==> src/rtl/sprite_anim_renderer.sv <==
// Sprite pixel generator: maps DrawX/DrawY onto an animated sprite sheet in sync ROM.
// Optional debug outline enabled by defining SPRITE_BBOX_EN (adds BBOX_IDX).
module sprite_anim_renderer #(
  parameter int SPR_W      = 32,
  parameter int SPR_H      = 32,
  parameter int FRAMES     = 4,
  parameter int IDX_W      = 3,
  parameter int SCALE_LOG2 = 1,
  parameter int FRAME_DIV  = 8,
  parameter int TRANSP_IDX = 0,
`ifdef SPRITE_BBOX_EN
  parameter int BBOX_IDX   = 7,
`endif
  parameter int ADDR_W     = $clog2(SPR_W*SPR_H*FRAMES),
  localparam int FW        = (FRAMES > 1) ? $clog2(FRAMES) : 1
) (
  input  logic              vga_clk,
  input  logic              Reset,
  input  logic [9:0]        DrawX,
  input  logic [9:0]        DrawY,
  input  logic              blank,
  input  logic [9:0]        sprite_x,
  input  logic [9:0]        sprite_y,
  input  logic              sprite_en,
  input  logic              flip_h,
  input  logic              anim_run,
  output logic [ADDR_W-1:0] rom_addr,
  input  logic [IDX_W-1:0]  rom_q,
  output logic              hit,
  output logic [IDX_W-1:0]  pix_idx,
  output logic [FW-1:0]     anim_frame
);

  localparam int XB = $clog2(SPR_W);
  localparam int YB = $clog2(SPR_H);
  localparam int DW = (FRAME_DIV > 1) ? $clog2(FRAME_DIV) : 1;
  localparam logic [10:0] L_BW = 11'(SPR_W << SCALE_LOG2);
  localparam logic [10:0] L_BH = 11'(SPR_H << SCALE_LOG2);
  localparam logic [IDX_W-1:0] L_TRANSP = IDX_W'(TRANSP_IDX);

  logic [9:0]        r_sx, r_sy;
  logic              r_en, r_flip;
  logic [DW-1:0]     r_div;
  logic [FW-1:0]     r_frame;
  logic [ADDR_W-1:0] r_addr;
  logic              r_in1, r_bl1, r_in2, r_bl2;
  logic              r_hit;
  logic [IDX_W-1:0]  r_pix;

  logic              w_tick;
  logic [10:0]       w_x, w_y, w_sx, w_sy, w_dx, w_dy;
  logic              w_in_x, w_in_y, w_in_box;
  logic [XB-1:0]     w_lx, w_lxf;
  logic [YB-1:0]     w_ly;
  logic [FW+YB+XB-1:0] w_addr_full;
  logic              w_hit_nxt;
  logic [IDX_W-1:0]  w_pix_nxt;

  assign w_tick = (DrawX == 10'd0) && (DrawY == 10'd0);

  // Shadow registers and animation only move on the frame tick
  always_ff @(posedge vga_clk or posedge Reset) begin
    if (Reset) begin
      r_sx    <= '0;
      r_sy    <= '0;
      r_en    <= 1'b0;
      r_flip  <= 1'b0;
      r_div   <= '0;
      r_frame <= '0;
    end else if (w_tick) begin
      r_sx   <= sprite_x;
      r_sy   <= sprite_y;
      r_en   <= sprite_en;
      r_flip <= flip_h;
      if (anim_run) begin
        if (r_div == DW'(FRAME_DIV - 1)) begin
          r_div   <= '0;
          r_frame <= (r_frame == FW'(FRAMES - 1)) ? '0 : r_frame + 1'b1;
        end else begin
          r_div <= r_div + 1'b1;
        end
      end
    end
  end

  assign w_x  = {1'b0, DrawX};
  assign w_y  = {1'b0, DrawY};
  assign w_sx = {1'b0, r_sx};
  assign w_sy = {1'b0, r_sy};

  // 11-bit compares so boxes past the right/bottom edge clip instead of wrapping
  assign w_in_x   = (w_x >= w_sx) && (w_x < w_sx + L_BW);
  assign w_in_y   = (w_y >= w_sy) && (w_y < w_sy + L_BH);
  assign w_in_box = r_en && w_in_x && w_in_y;

  assign w_dx  = w_x - w_sx;
  assign w_dy  = w_y - w_sy;
  assign w_lx  = XB'(w_dx >> SCALE_LOG2);
  assign w_ly  = YB'(w_dy >> SCALE_LOG2);
  assign w_lxf = r_flip ? ~w_lx : w_lx;

  assign w_addr_full = {r_frame, w_ly, w_lxf};

`ifdef SPRITE_BBOX_EN
  logic w_edge;
  logic r_edge1, r_edge2;

  assign w_edge = (w_x == w_sx) || (w_x == w_sx + L_BW - 11'd1) ||
                  (w_y == w_sy) || (w_y == w_sy + L_BH - 11'd1);

  always_ff @(posedge vga_clk or posedge Reset) begin
    if (Reset) begin
      r_edge1 <= 1'b0;
      r_edge2 <= 1'b0;
    end else begin
      r_edge1 <= w_edge;
      r_edge2 <= r_edge1;
    end
  end
`endif

  always_comb begin
    w_hit_nxt = r_in2 && r_bl2 && (rom_q != L_TRANSP);
    w_pix_nxt = rom_q;
`ifdef SPRITE_BBOX_EN
    if (r_in2 && r_bl2 && r_edge2) begin
      w_hit_nxt = 1'b1;
      w_pix_nxt = IDX_W'(BBOX_IDX);
    end
`endif
  end

  // S1 -> ROM -> S2; address held outside the box to keep the ROM quiet
  always_ff @(posedge vga_clk or posedge Reset) begin
    if (Reset) begin
      r_addr <= '0;
      r_in1  <= 1'b0;
      r_bl1  <= 1'b0;
      r_in2  <= 1'b0;
      r_bl2  <= 1'b0;
      r_hit  <= 1'b0;
      r_pix  <= '0;
    end else begin
      if (w_in_box)
        r_addr <= w_addr_full[ADDR_W-1:0];
      r_in1 <= w_in_box;
      r_bl1 <= blank;
      r_in2 <= r_in1;
      r_bl2 <= r_bl1;
      r_hit <= w_hit_nxt;
      r_pix <= w_pix_nxt;
    end
  end

  assign rom_addr   = r_addr;
  assign hit        = r_hit;
  assign pix_idx    = r_pix;
  assign anim_frame = r_frame;

endmodule

==> config.mk <==
export PLATFORM = sky130hd
export DESIGN_NAME = sprite_anim_renderer
export DESIGN_NICKNAME = d
export VERILOG_FILES = /design/src/rtl/sprite_anim_renderer.sv
export SDC_FILE = /design/constraint.sdc
export NUM_CORES = 1
export LEC_CHECK = 0
export CAP_MARGIN = 25
export CORE_ASPECT_RATIO = 0.9
export CORE_UTILIZATION = 54
export DETAILED_ROUTE_END_ITERATION = 10
export GPL_TIMING_DRIVEN = 0
export PLACE_DENSITY = 0.89
export SETUP_SLACK_MARGIN = 0.5
export SLEW_MARGIN = 20
export SYNTH_ARGS = -nofsm -noshare
export SYNTH_HDL_FRONTEND = slang
export SYNTH_SLANG_ARGS = --single-unit
export TNS_END_PERCENT = 10
==> constraint.sdc <==
create_clock -name vga_clk -period 3.3 [get_ports vga_clk]
set_input_delay 0.33 -clock vga_clk [delete_from_list [all_inputs] [get_ports vga_clk]]
set_output_delay 0.33 -clock vga_clk [all_outputs]
set_load 0.1 [all_outputs]
Yosys cells after proc, flatten, opt, wreduce, memory -nomap -nowiden
Index checks and enable logic that the tools add are counted.
W data, S select, Z words.
{"block": "totals", "elab_cells": 41, "input_bits": 49, "register_bits": 47, "output_inout_bits": 18}
{"block": "classes", "n_eq_ne": 2, "addsub": 6, "bitwise": 1, "n_reduce_logical": 12, "order_cmp": 4, "muxes": 3}
{"cell": "$add A10 B7 Y11 const B", "count": 2}
{"cell": "$lt A10 B11 Y1", "count": 2}
{"cell": "$ge A10 B10 Y1", "count": 2}
{"cell": "$logic_not A10 Y1", "count": 2}
{"cell": "$sub A6 B6 Y6", "count": 2}
{"cell": "$logic_and A1 B1 Y1", "count": 7}
{"cell": "$mux W5", "count": 1}
{"cell": "$not A5 Y5", "count": 1}
{"cell": "$add A3 B1 Y3 const B", "count": 1}
{"cell": "$eq A3 B3 Y1 const B", "count": 1}
{"cell": "$mux W3", "count": 1}
{"cell": "$reduce_and A3 Y1", "count": 1}
{"cell": "$reduce_bool A3 Y1", "count": 1}
{"cell": "$add A2 B1 Y2 const B", "count": 1}
{"cell": "$eq A2 B2 Y1 const B", "count": 1}
{"cell": "$mux W2", "count": 1}
{"cell": "$reduce_and A2 Y1", "count": 1}

Longest topological paths before layout
{"block": "depth", "word_depth": 5, "mapped_depth": 11}

Least setup slack after synthesis
No wires, ideal clock.
{"block": "synth_path", "path_kind": "in2reg", "from": "input port DrawY[0]", "to": "register r_addr[0], in the netlist rom_addr[0]", "setup_time_ns": 0.125, "n_path_buf": 1, "cell_stages": 11, "slack_ns": 1.041, "arrival_time_ns": 2.133, "cell_sequence": "inv_1 > ha_1 > inv_1 > fa_1 > a21o_1 > a21oi_1 > a211o_1 > a21oi_1 > o211ai_2 > buf_6 > mux2_4"}
{"block": "synth_via", "elab_chain_len": 3, "word_cells_on_any_way": 4, "classes_between": "order compare: 2; reduce/logical: 2"}
{"element": "start: declaration", "line": "20", "rtl": "input logic [9:0] DrawY,"}
{"element": "$lt A10 B11 Y1 or $ge A10 B10 Y1 (tied branches)", "line": "93", "rtl": "assign w_in_y = (w_y >= w_sy) && (w_y < w_sy + L_BH);"}
{"element": "$logic_and A1 B1 Y1 *", "line": "93"}
{"element": "$logic_and A1 B1 Y1 *", "line": "94", "rtl": "assign w_in_box = r_en && w_in_x && w_in_y;"}
{"element": "end signal: assignment", "line": "145", "rtl": "r_addr <= w_addr_full[ADDR_W-1:0];"}
{"element": "end: declaration", "line": "45", "rtl": "logic [ADDR_W-1:0] r_addr;"}
Mark *: on every way between the ends. The rest lies on a longest branch, timed or not.
A chain may end at the register's enable or synchronous reset.

Final worst setup path
Ends and elaborated chain as after synthesis.

==> results.md <==
* Router iterations before antenna repair at 4
* Met3 usage at 5.62%
* IO buf count at 66
* End-of-flow core utilization at 75.0%
* Met2 usage at between 40% and 50%
* Final Hold Vio Count at 0
* Clk slew on worst S/H paths at 0.10 ns
* Num CTS Buffers at 5
* Vias at roughly 2.2k
* Largest net degree at the start of global routing at 27
* Startpoint Class: input pin
* Final ANT Viol Nets at 0
* Sink Count at 47
* Area Growth Syn to Fin at 32.2%
* Clock Latency Late Sink at ~0.32 ns
* Overflow after GRT at 0
* Synthesized instance count at approximately 260
* CTS Hold Bufs at 0
* First-pass GRT wire length at around 11 mm
* Final period util at just over 80%
* Leak pwr at ~1.8 nW
* Synth unique cells at 32
* Max cap viols at 0
* Syn_nets at between 300 and 400
* Final setup viols at 0
* Synth Warn # at 0
* Data required time of the worst path at around 3.5 ns
* Nets at 422
* Total power at 1.24 mW
* HPWL after DPL at 5.04 mm
* Share of cells above drive strength 1 at under 10%
* Fin. max-slew vios at 0
* Largest fanout on the critical path at 10
* Vias in the first global route at around 2.4k
* Status: finished, final reports clean
* Resize count post-CTS at 0
* Avg Inst Size Synth at between 10 and 15 um^2
* Initial Util at roughly 57%
* PwrDens at approximately 340 mW/mm^2
* Cell row count at 24
* Worst vdd ir at around 0.32 mV
* Routability-driven placement congestion ratio at ~0.86
* Synth Cell Area at roughly 0.0028 mm^2
* FF+latch count, synth at 47
* Root buf cell: clkbuf_8
* WS Path Type: in -> reg
* Final WL at approximately 6.4 mm
* CTS Buffer Depth at 2
* # IOs at 67
* Reg2reg setup slack at between 0.7 and 0.8 ns
* RSZ-0062 raised after global routing: false
* GRT met1 Usage at a little under a third
* Arrival time worst endpoint at 2.90 ns
* Worst hold slack at roughly 0.35 ns
* Drt wl/cell at 15.9 um
* Fillers at roughly 320
* Die X at roughly 78 um
* Slew @ Worst Pin at a little under 1 ns
* Skew final at roughly 0.017 ns
* Post-CTS setup buffers at 0
* Setup TNS at 0 ns
* Die height at 70.0 um
* Post-route DRC violation count at 0
* Number of diodes at 0
* Antenna violations before repair at 0
* Gr busiest metal: met2
* Drt initial violations at 80
* Core Box Area at slightly below 0.005 mm^2
* Rel. slew slack at a little over a third
* Die area at roughly 0.0054 mm^2
* GRT Util Overall at between 20% and 30%
* Max frequency at 369 MHz
* CTS tree: built
* Worst Setup End Kind: flop
* Htree depth at 2
* Tmin final at ~2.7 ns
* Seq/Total Area, Yosys at a little over two fifths
* Hold crit path type: in -> async
* Via/cell ratio at 5.50
registers in the layout, summed over array words and instances, names as in the netlist:
| signal | flops |
|---|---|
| r_in2 | 1 |
| r_sy | 10 |
| r_div | 3 |
| r_bl2 | 1 |
| r_en | 1 |
| hit | 1 |
| r_bl1 | 1 |
| rom_addr | 12 |
| r_sx | 10 |
| pix_idx | 3 |
| anim_frame | 2 |
| r_flip | 1 |
| r_in1 | 1 |
per-stage QoR:
step                      instance area, um^2  instances  setup WS, ns
after floorplan                          2780        264          1.04
after global placement                   3520        395         0.355
after detailed placement                 3540        396         0.320
after CTS                                3670        404         0.625
after global routing                     3670        404         0.521
final                                    3670        404         0.589
layout by cell type (no fill, tap or decap), types with 2 or more instances in the layout:
cell	instances
mux2_4	9
nor3_1	2
buf_6	2
mux2_2	10
fa_1	2
xor2_1	3
xnor2_1	13
a211oi_1	2
bufinv_16	2
dfrtp_1	47
a31oi_1	3
clkbuf_1	5
a21o_1	5
nand3_1	10
a32o_1	2
nand2_1	29
nor4_1	5
ha_1	33
clkdlybuf4s50_1	66
nand2b_1	2
clkbuf_8	5
a21oi_1	13
a211o_1	3
nand4_1	3
o21ai_0	21
nor2_1	4
nand3b_1	3
inv_1	26
critical path, stage by stage:
cell             delay (ns)
clkdlybuf4s50_1        0.47
inv_1                  0.09
ha_1                   0.16
inv_1                  0.06
fa_1                   0.40
a21o_1                 0.20
a21oi_1                0.25
a211o_1                0.17
a21oi_1                0.07
o211ai_2               0.15
buf_6                  0.23
mux2_4                 0.31
cells in the mapped netlist:
library cell   n  area, um^2
ha_1          33         413
mux2_2        10         113
nor2_1         4        15.0
o211ai_2       1        12.5
a41oi_1        1        8.76
a32o_1         2        20.0
o311a_1        1        10.0
clkbuf_1       4        15.0
nand2_1       29         109
nand3b_1       3        22.5
a21o_1         5        37.5
nor3_1         2        10.0
fa_1           2        40.0
inv_1         27         101
a211o_1        3        26.3
a31oi_1        3        18.8
dfrtp_1       47        1180
nor2b_1        1        6.26
a211oi_1       2        15.0
a41o_1         1        10.0
xnor2_1       13         114
o21ai_0       21         105
buf_6          2        22.5
nand3_1       10        50.1
mux2_4         9         135
a21oi_1       13        65.1
nor4_1         5        31.3
o211ai_1       1        7.51
nand4_1        3        18.8
nand2b_1       2        12.5
a32oi_1        1        8.76
xor2_1         3        26.3
layer usage:
metal	up-vias	share of wire, %	wire (um)
met3	16	5.7	367
met4	0	2.6	166
met1	1057	43	2790
met2	75	48	3100
met5	-	0	0
li1	1074	-	-
cells by family (layout without fill, tap and decap cells):
family / after synthesis / in the layout / synth area share, %
AO/OA/AOI/OAI: 55 / 55 / 12.4
XOR/XNOR: 16 / 16 / 5.05
adder cells (fa/ha/maj): 35 / 35 / 16.3
buffers and inverters: 33 / 108 / 5.00
flip-flops: 47 / 47 / 42.4
multiplexers: 19 / 19 / 8.92
AND/OR/NAND/NOR: 59 / 59 / 9.91
final timing paths:
path / from / end / depth (start not counted)
setup / recovery: DrawY[0] / rom_addr[0]$_DFFE_PP0P_ / 12
hold / removal: Reset / hit$_DFF_PP0_ / 2
setup reg to reg: r_sx[4]$_DFFE_PP0P_ / rom_addr[0]$_DFFE_PP0P_ / 9
hold reg to reg: r_in1$_DFF_PP0_ / r_in2$_DFF_PP0_ / 0
max in group asynchronous: Reset / r_sy[6]$_DFFE_PP0P_ / 3
min in group vga_clk: r_in1$_DFF_PP0_ / r_in2$_DFF_PP0_ / 0
power by group:
group | switching [mW] | internal (mW)
sequential | 0.000744 | 0.578
combinational | 0.0743 | 0.0816
clock | 0.201 | 0.303
total | 0.276 | 0.963
layout make-up:
class,count,area [um^2],area share [%]
well taps,65,81.3,2.22
clock inverters,2,60.1,1.64
multi-input cells,184,1460,39.8
flip-flops and latches,47,1180,32.0
repair buffers,67,681,18.5
plain buffers,6,37.5,1.02
clock buffers,6,72.6,1.98
inverters,27,101,2.76
(Power assumes the default switching activity.)
